==> config.mk <==
export PLATFORM = sky130hd
export DESIGN_NAME = qam_symbol_source
export DESIGN_NICKNAME = d
export VERILOG_FILES = /design/src/rtl/qam_symbol_source.sv
export SDC_FILE = /design/constraint.sdc
export NUM_CORES = 1
export LEC_CHECK = 0
export CORE_ASPECT_RATIO = 0.9
export CORE_MARGIN = 5
export CORE_UTILIZATION = 55
export DETAILED_ROUTE_END_ITERATION = 6
export GPL_TIMING_DRIVEN = 1
export PLACE_DENSITY = 0.8
export SETUP_SLACK_MARGIN = 0.2
export SLEW_MARGIN = 15
export SYNTH_ARGS = -nofsm -noshare
export SYNTH_HDL_FRONTEND = slang
export SYNTH_SLANG_ARGS = --single-unit
==> constraint.sdc <==
create_clock -name clk -period 2.8 [get_ports clk]
set_clock_uncertainty 0.2 [all_clocks]
set_input_delay 0.28 -clock clk [delete_from_list [all_inputs] [get_ports clk]]
set_output_delay 0.28 -clock clk [all_outputs]
set_load 0.03 [all_outputs]
==> src/rtl/qam_symbol_source.sv <==
// rtl/qam_symbol_source.sv - packed-pattern symbol source for the QAM modulator
// Slices a loaded pattern LSB-first into symbols held for period+1 cycles each.
module qam_symbol_source #(
  parameter int PATTERN_W    = 30,
  parameter int BITS_PER_SYM = 2,
  parameter int SYM_PERIOD_W = 11
) (
  input  logic                      clk,
  input  logic                      rst,
  input  logic                      load_valid,
  output logic                      load_ready,
  input  logic [PATTERN_W-1:0]      load_data,
  input  logic [SYM_PERIOD_W-1:0]   period,
  input  logic                      loop_en,
  input  logic                      abort,
  output logic [BITS_PER_SYM/2-1:0] sym_i,
  output logic [BITS_PER_SYM/2-1:0] sym_q,
  output logic                      elojel_sin,
  output logic                      elojel_cos,
  output logic                      sym_strobe,
  output logic                      wrap,
  output logic                      done,
  output logic                      busy
);

  localparam int HALF   = BITS_PER_SYM / 2;
  localparam int NSYM   = PATTERN_W / BITS_PER_SYM;
  localparam int LEFT_W = (NSYM > 1) ? $clog2(NSYM) : 1;
  localparam logic [LEFT_W-1:0] LAST_IDX = LEFT_W'(NSYM - 1);

  typedef enum logic {S_IDLE, S_RUN} state_t;

  state_t                  state_q;
  logic [PATTERN_W-1:0]    shift_q;
  logic [PATTERN_W-1:0]    copy_q;
  logic [SYM_PERIOD_W-1:0] period_q;
  logic [SYM_PERIOD_W-1:0] cnt_q;
  logic [SYM_PERIOD_W-1:0] cnt_d;
  logic [LEFT_W-1:0]       left_q;
  logic [BITS_PER_SYM-1:0] symbol_q;
  logic                    strobe_q;
  logic                    wrap_q;
  logic                    done_q;
  logic                    boundary;

  assign boundary = (cnt_q == period_q);
  assign cnt_d    = boundary ? '0 : cnt_q + SYM_PERIOD_W'(1);

  always_ff @(posedge clk) begin
    if (rst) begin
      state_q  <= S_IDLE;
      shift_q  <= '0;
      copy_q   <= '0;
      period_q <= '0;
      cnt_q    <= '0;
      left_q   <= '0;
      symbol_q <= '0;
      strobe_q <= 1'b0;
      wrap_q   <= 1'b0;
      done_q   <= 1'b0;
    end else begin
      strobe_q <= 1'b0;
      wrap_q   <= 1'b0;
      done_q   <= 1'b0;
      case (state_q)
        S_IDLE: begin
          if (load_valid) begin
            symbol_q <= load_data[BITS_PER_SYM-1:0];
            shift_q  <= load_data >> BITS_PER_SYM;
            copy_q   <= load_data;
            period_q <= period;
            left_q   <= LAST_IDX;
            cnt_q    <= '0;
            strobe_q <= 1'b1;
            state_q  <= S_RUN;
          end
        end
        S_RUN: begin
          // Abort outranks a coinciding symbol boundary, so no pulse escapes.
          if (abort) begin
            state_q  <= S_IDLE;
            symbol_q <= '0;
            cnt_q    <= '0;
          end else begin
            cnt_q <= cnt_d;
            if (boundary) begin
              if (left_q != '0) begin
                symbol_q <= shift_q[BITS_PER_SYM-1:0];
                shift_q  <= shift_q >> BITS_PER_SYM;
                left_q   <= left_q - LEFT_W'(1);
                strobe_q <= 1'b1;
              end else if (loop_en) begin
                symbol_q <= copy_q[BITS_PER_SYM-1:0];
                shift_q  <= copy_q >> BITS_PER_SYM;
                left_q   <= LAST_IDX;
                strobe_q <= 1'b1;
                wrap_q   <= 1'b1;
              end else begin
                state_q <= S_IDLE;
                done_q  <= 1'b1;
              end
            end
          end
        end
      endcase
    end
  end

  assign sym_i      = symbol_q[HALF-1:0];
  assign sym_q      = symbol_q[BITS_PER_SYM-1:HALF];
  assign elojel_sin = symbol_q[HALF-1];
  assign elojel_cos = symbol_q[BITS_PER_SYM-1];
  assign sym_strobe = strobe_q;
  assign wrap       = wrap_q;
  assign done       = done_q;
  assign busy       = (state_q == S_RUN);
  assign load_ready = (state_q == S_IDLE);

endmodule

Word-level counts from Yosys, hierarchy flattened
Index checks and enable logic that the tools add are counted.
- output and inout bits: 9
- input port bits: 46
- word-level logic and storage cells: 58
- bits in registers: 92
- equality and inequality tests: 7
- reduce and logical (&&, ||, !) cells: 5
- add/subtract/negate cells: 2
- bitwise logic cells: 2
- mux-type cells: 32
- operators by type and width (kind ; number):
    $mux W30 ; 5
    $pmux W30 S2 ; 1
    $mux W11 ; 3
    $pmux W11 S2 ; 1
    $mux W4 ; 5
    $add A11 B1 Y11 const B ; 1
    $eq A11 B11 Y1 ; 1
    $mux W2 ; 5
    $mux W1 ; 8
    $pmux W4 S2 ; 1
    $ne A3 B2 Y1 const B ; 2
    $reduce_or A5 Y1 ; 1
    $ne A2 B2 Y1 const B ; 2
    $ne A4 B3 Y1 const B ; 1
    $pmux W1 S2 ; 2
    $pmux W2 S2 ; 1
    $reduce_and A4 Y1 ; 1
    $reduce_bool A4 Y1 ; 1
    $sub A4 B1 Y4 const B ; 1
    $reduce_and A3 Y1 ; 1
    $ne A2 B1 Y1 const B ; 1
    $not A1 Y1 ; 2
    $reduce_and A2 Y1 ; 1

Logic depth before layout (Yosys ltp)
Gate-level depths: netlist of run 1.
- depth in word-level cells: 5
- mapped depth: 9
- depth with buffers taken out: 7

Worst setup path before layout of run 1
No wires, ideal clock.
- kind: reg2reg
- start: register left_q[0]
- end: register left_q[0]
- arrival: 1.871 ns
- setup slack: 0.601 ns
- clock period less this slack: 2.199 ns
- library setup time: 0.127 ns
- stages on the path, launching flop included: 10
- required time: 2.473 ns
- path buffers: 2
- cell sequence: dfxtp_1 inv_1 ha_1 or3b_2 o21ai_4 or4_4 buf_6 buf_6 nand4_1 o41ai_1
- cells in the longest elaborated chain, start to end: 5
- elaborated cells on any way between the ends: 8
- classes of those cells: 1 x add/sub; 1 x eq/ne; 4 x mux; 2 x reduce/logical
- ends and longest elaborated chain (what ; line ; source):
    start: declaration ; 39 ; logic [LEFT_W-1:0] left_q;
    start signal: assignment ; 90 ; left_q <= left_q - LEFT_W'(1);
    $sub A4 B1 Y4 or $reduce_bool A4 Y1 (tied branches) ; 90, 87 ;
    $mux W4 ; 87 ; if (left_q != '0) begin
    $mux W4 ; 86 ; if (boundary) begin
    $mux W4 ; 80 ; if (abort) begin
    $pmux W4 S2 ; 65 ; case (state_q)
Parallel ways exist; a longest one is shown, timed or not. The select of a mux whose other input is x is not followed.
A chain may end at the register's enable or synchronous reset.

Worst setup path in the final report of run 1
- start: register left_q[0]
- end: register left_q[2]
Same word-level chain as after synthesis.

==> results of run 1 <==
==> stage by stage <==
step                total power [uW]  instance area (sq um)
floorplan                       1744                   4144
global placement                1904                   4707
detailed placement              1919                   4707
CTS                             2775                   4903
global route                    2874                   4903
finish                          2758                   4903
==> kinds of logic after synthesis <==
logic type,Yosys count
buffers and inverters,49
muxes,2
xor gates and xnor gates,18
DFF,90
adders and majority gates,2
and+or+nand+nor,247
AOI/OAI and AO/OA,127
==> cell type report <==
class,instances,area [sq um],share of cell area (%)
tap,96,120.1,2.450
sequential,90,1803,36.77
clock buffer,13,148.9,3.036
timing repair buffer,67,635.6,12.96
inverter,6,22.52,0.4593
multi-input combinational,396,2136,43.56
clock inverter,2,37.54,0.7655
==> flip-flops by register name, indices dropped and copies added (netlist names) <==
name,cells
left_q,4
period_q,11
copy_q,30
busy,1
done,1
sym_strobe,1
symbol_q,2
shift_q,28
cnt_q,11
wrap,1
==> cells in the final DEF, fill, tap and decap left out, drive strengths merged, types with 3 or more instances in the layout <==
master	count
o311a	3
a21oi	76
nor3	3
dfxtp	90
nand4	7
inv	5
o221ai	26
buf	13
o21ai	9
nor2	18
o211ai	3
nand3	54
xor2	4
nand2	146
xnor2	14
clkbuf	13
and3	6
clkdlybuf4s50	53
==> cells in the mapped netlist, drive strengths merged (3+ instances only) <==
| library cell | number | area share [%] |
|---|---|---|
| o311a | 3 | 0.72 |
| o221ai | 26 | 5.5 |
| nor3 | 3 | 0.36 |
| nand4 | 7 | 1.2 |
| nand3 | 54 | 6.5 |
| nor2 | 18 | 1.6 |
| inv | 5 | 0.45 |
| and3 | 6 | 0.91 |
| o211ai | 3 | 0.54 |
| xor2 | 4 | 0.85 |
| dfxtp | 90 | 43 |
| o21ai | 9 | 1.4 |
| buf | 13 | 2.1 |
| a21oi | 76 | 9.3 |
| nand2 | 146 | 13 |
| clkbuf | 30 | 2.7 |
| xnor2 | 14 | 3.3 |
==> timing repair <==
| item | in CTS | in global routing |
|---|---|---|
| gates resized for setup | 0 | 0 |
| hold endpoints to repair | 2 | 0 |
| setup endpoints to repair | 0 | 0 |
| hold buffers | 1 | 0 |
==> routing by layer <==
metal | part of all wire (%) | vias to the layer above
met4 | 1.1 | 0
met1 | 44 | 1884
met3 | 5.6 | 12
met2 | 49 | 113
met5 | 0 | -
li1 | - | 1940
==> worst reg2reg max path, cell delays in order (launching register included) <==
cell     delay [ns]
dfxtp_1        0.39
inv_1          0.06
ha_1           0.24
or3b_2         0.30
o21ai_4        0.08
or4_4          0.74
o21ai_0        0.24
a21oi_1        0.06
==> final timing paths <==
check	end
max	left_q[2]
min	copy_q[28]
max reg2reg	left_q[2]
min reg2reg	copy_q[28]
==> where the power goes <==
| group | switching (uW) | total (uW) | internal (uW) |
|---|---|---|---|
| clock network | 430 | 864 | 434 |
| registers | 50.0 | 1410 | 1360 |
| logic | 285 | 487 | 201 |
| total | 765 | 2760 | 1990 |
==> impl_metrics.toml, run 1 <==
[critical_path]
setup.worst_path.start = "left_q[0]"
path_class = "reg2reg"
cp.arrival_ns = 2.45
path_cells = "inv_1, ha_1, or3b_2, o21ai_4, or4_4, o21ai_0, a21oi_1"
cp_slowest_cell = "or4_4"
cp_slowest_stage_delay_ns = 0.74
end_kind = "register"
reg2regPathDepth = 7
cp_num_buf_inv = 1
crit_required_ns = 2.84
reg2reg_setup_slack_ns = 0.38
cp_num_cells = 7
r2r_start = "left_q[0]"
cp_max_fo = 29
critPathLaunchType = "register"
crit_family = "simple AND/OR/NAND/NOR gates"

[clocking]
clk_pin_slew_ns = 0.08
ctsLongestPathBuffers = 2
post-cts-setup-buffer-count = 0
htreeDepth = 3
tritoncts = "yes"
cts.sinks = 90
clk-insertion-delay-late_ns = 0.35
cts_buffers = 9
clockRootBuffer = "clkbuf_8"

[routing]
dr.pass1.iters = 4
drtIter0Drc = 250
vias_per_cell = 5.894
ant_nets = 0
wl_per_cell_microns = 14.92
dr_total_vias = 3949
wirelength_mm = 9.994
drc = 0

[timing]
slew_violations = 0
final.min_clock_period_ns = 2.417
fin_crit_sh_pct = 86.33
tightest_slew_ns = 0.7268
slew-limit-headroom_pct = 51.54
rsz0062_at_grt = "false"
hold_viol = 0
fin_ws_ns = 0.3826
fin_hold_ws_ns = 0.2522
tns_ns = 0
fmax_ghz = 0.4137
setup_viol_count_final = 0

[die]
coreArea_sq_um = 7432
die_h_microns = 92.35
start_util_pct = 55.76
rows = 30
die_w_microns = 101.5
die-area_sq_um = 9373
ioPinCount = 55

[logic_synthesis]
ys_seq_elements = 90
synth.mux.area_fraction_pct = 0.4831
synth_top_family_by_area = "simple AND/OR/NAND/NOR gates"
synthAdderAreaFrac_pct = 0.6039
ys_async_sr_fraction_pct = 0
synth_xor_area_share_pct = 4.167
synthSimpleGateAreaFrac_pct = 26.57
synth_area_sq_um = 4144
synth_cells = 535
synth_fp_nets = 583
ys_warn_count = 0
ys_seq_area_share_pct = 43.48
synth.distinct_cells = 45
postSynthAreaPerCell_sq_um = 7.746
synthFlopType = "dfxtp_1"
synth_compound_area_share_pct = 19.35
synth_edf_count = 0

[placement]
port_buffers = 54
gp_congestion = 0.8651
dp.cells = 654
place_ws_ns = 0.3538
hpwl_mm = 6.600

[hold_path]
hp-class = "reg2reg"
whs_path_depth = 2
hold_start = "copy_q[28]"

[final_layout]
syn_to_final_growth_pct = 18.33
drive_gt1_share_pct = 6.794
stdcell_count = 670
fillers = 662
n_antenna_cell = 0
final_core_util_pct = 65.98
finalNetCount = 618

[grt]
grt_use_met1_pct = 28.69
use_met2_pct = 35.24
overflow = 0
grt_util_all_layers_pct = 21.43
grt_max_degree = 52
grt_pass1_wl_mm = 16.73
grtUsageMet3_pct = 3.389
antenna_found_initial = 0
grt_busiest_layer = "met2"
grt_pass1_vias = 3656

[run_status]
status = "finished, final reports clean"

[pwr]
p_per_area_nw_per_um2 = 562.5
p_leak_uw = 0.001688
vdd_drop_max_mv = 0.3204

[flow_run]
maxCapViolCount = 0
No activity file was read; power rests on OpenSTA's default activity.
==> run 2, diff against run 1 <==
- GPL_TIMING_DRIVEN: 1 -> not set
==> results of run 2 <==
Same layout as run 1: the final DEF is identical, and so are final timing and power.
==> run 3, diff against run 2 <==
- CORE_ASPECT_RATIO: 0.9 -> not set
==> impl_metrics.toml, run 3 (same netlist as run 1, synthesis figures left out) <==
[grt]
grt_max_degree = 49
grtUsageMet3_pct = 3.885
grt_util_all_layers_pct = 21.67
grt_pass1_vias = 3699
grt_use_met1_pct = 28.25
use_met2_pct = 35.19
grt_busiest_layer = "met2"
overflow = 0
grt_pass1_wl_mm = 17.26
antenna_found_initial = 0

[final_layout]
largest_reg_flops = 30
drive_gt1_share_pct = 7.813
final_common_cell = "nand2_1"
n_antenna_cell = 0
regMostFlops = "copy_q"
largestRegisters = "copy_q: 30 flops, shift_q: 28 flops"
finalNetCount = 619
final_cell_mix = "nand2_1, dfxtp_1, a21oi_1, nand3_1, clkdlybuf4s50_1"
syn_to_final_growth_pct = 20.08

[clocking]
clk-insertion-delay-late_ns = 0.36
htreeDepth = 3
ctsLongestPathBuffers = 2
hold_buffers = 0
cts_buffers = 9
clk_pin_slew_ns = 0.09
post-cts-setup-buffer-count = 0
clockRootBuffer = "clkbuf_8"
cts.repair.resized = 0
tritoncts = "yes"
cts.sinks = 90

[hold_path]
hp-class = "in2reg"

[die]
rows = 31
die-area_sq_um = 9370
coreArea_sq_um = 7292
start_util_pct = 56.83
die_w_microns = 96.80
die_h_microns = 96.80
ioPinCount = 55

[timing]
final.min_clock_period_ns = 2.495
fmax_ghz = 0.4008
fin_ws_ns = 0.3049
slew-limit-headroom_pct = 50.38
tns_ns = 0
rsz0062_at_grt = "false"
slew_violations = 0
setup_viol_count_final = 0
fin_crit_sh_pct = 89.11
tightest_slew_ns = 0.7443
hold_viol = 0
fin_hold_ws_ns = 0.1781

[placement]
place_ws_ns = 0.3744
hpwl_mm = 6.728
gp_congestion = 0.8425
port_buffers = 54

[critical_path]
cp_max_fo = 30
end_kind = "primary output"
crit_required_ns = 2.32
path_class = "reg2out"
critPathLaunchType = "register"
cp.arrival_ns = 2.02

[pwr]
swShare_pct = 26.83
comb_power_share_pct = 17.1
p_leak_uw = 0.001727
pwr-share-clk_pct = 34.9
intPower_uw = 2138
switchingPower_uw = 784.2
vdd_drop_max_mv = 0.3019
pwr-share-seq_pct = 48.0
p_per_area_nw_per_um2 = 587.3

[routing]
wl_per_cell_microns = 15.17
drtIter0Drc = 277
dr.pass1.iters = 7
vias_per_cell = 5.822
wirelength_mm = 10.24
drc = 0
dr_total_vias = 3930
ant_nets = 0

[flow_run]
maxCapViolCount = 0

[run_status]
status = "finished, final reports clean"
==> run 3: changes by cell type in the layout (fill, tap and decap cells not counted) <==
cell / before / now
clkbuf_8: 10 / 12
buf_4: 12 / 13
bufinv_16: 1 / 2
clkinv_2: 0 / 1
dlygate4sd3_1: 1 / 0
buf_12: 0 / 1
clkbuf_1: 3 / 0
==> run 3: power groups by stage <==
stage | Sequential [uW] | Combinational (uW) | Clock [uW]
after floorplan | 1430 | 313 | 0
after global routing | 1410 | 550 | 1090
after CTS | 1400 | 497 | 1040
final | 1400 | 500 | 1020
after detailed placement | 1430 | 494 | 0
after global placement | 1430 | 483 | 0
==> run 3: stage by stage <==
step                area, sq um  total power, uW  util [%]  std cells
floorplan                  4144             1744         -        535
global placement           4738             1911     64.98        659
detailed placement         4738             1926     64.98        659
CTS                        4976             2935     68.24        675
global route               4976             3056     68.24        675
finish                     4976             2923     68.24        675
==> run 3: routing by layer <==
| layer | part of all wire [%] | wire length, microns |
|---|---|---|
| met5 | 0 | 0 |
| met4 | 1.9 | 195 |
| met3 | 5.9 | 601 |
| met2 | 49 | 4974 |
| met1 | 44 | 4466 |
==> run 3: worst paths after layout <==
kind                                  from           to  slack, ns  cells after the start
worst max-delay path                  busy   load_ready       0.30                      3
worst min-delay path                   rst    copy_q[9]       0.18                      2
worst max register to register   left_q[0]  symbol_q[0]       0.38                      8
worst min register to register  copy_q[29]   copy_q[29]       0.26                      2
==> run 3: cell type report <==
| type | count | area (sq um) |
|---|---|---|
| Clock buffer | 12 | 165.2 |
| Clock inverter | 4 | 72.57 |
| Fill cell | 652 | 2316 |
| Inverter | 6 | 22.52 |
| Multi-Input combinational cell | 396 | 2136 |
| Sequential cell | 90 | 1803 |
| Tap cell | 99 | 123.9 |
| Timing Repair Buffer | 68 | 653.1 |
==> run 3: critical path, stage by stage (launching register included) <==
cell and delay, ns:
dfxtp_2 0.36, buf_4 0.31, clkinv_1 0.31, clkdlybuf4s50_1 0.67
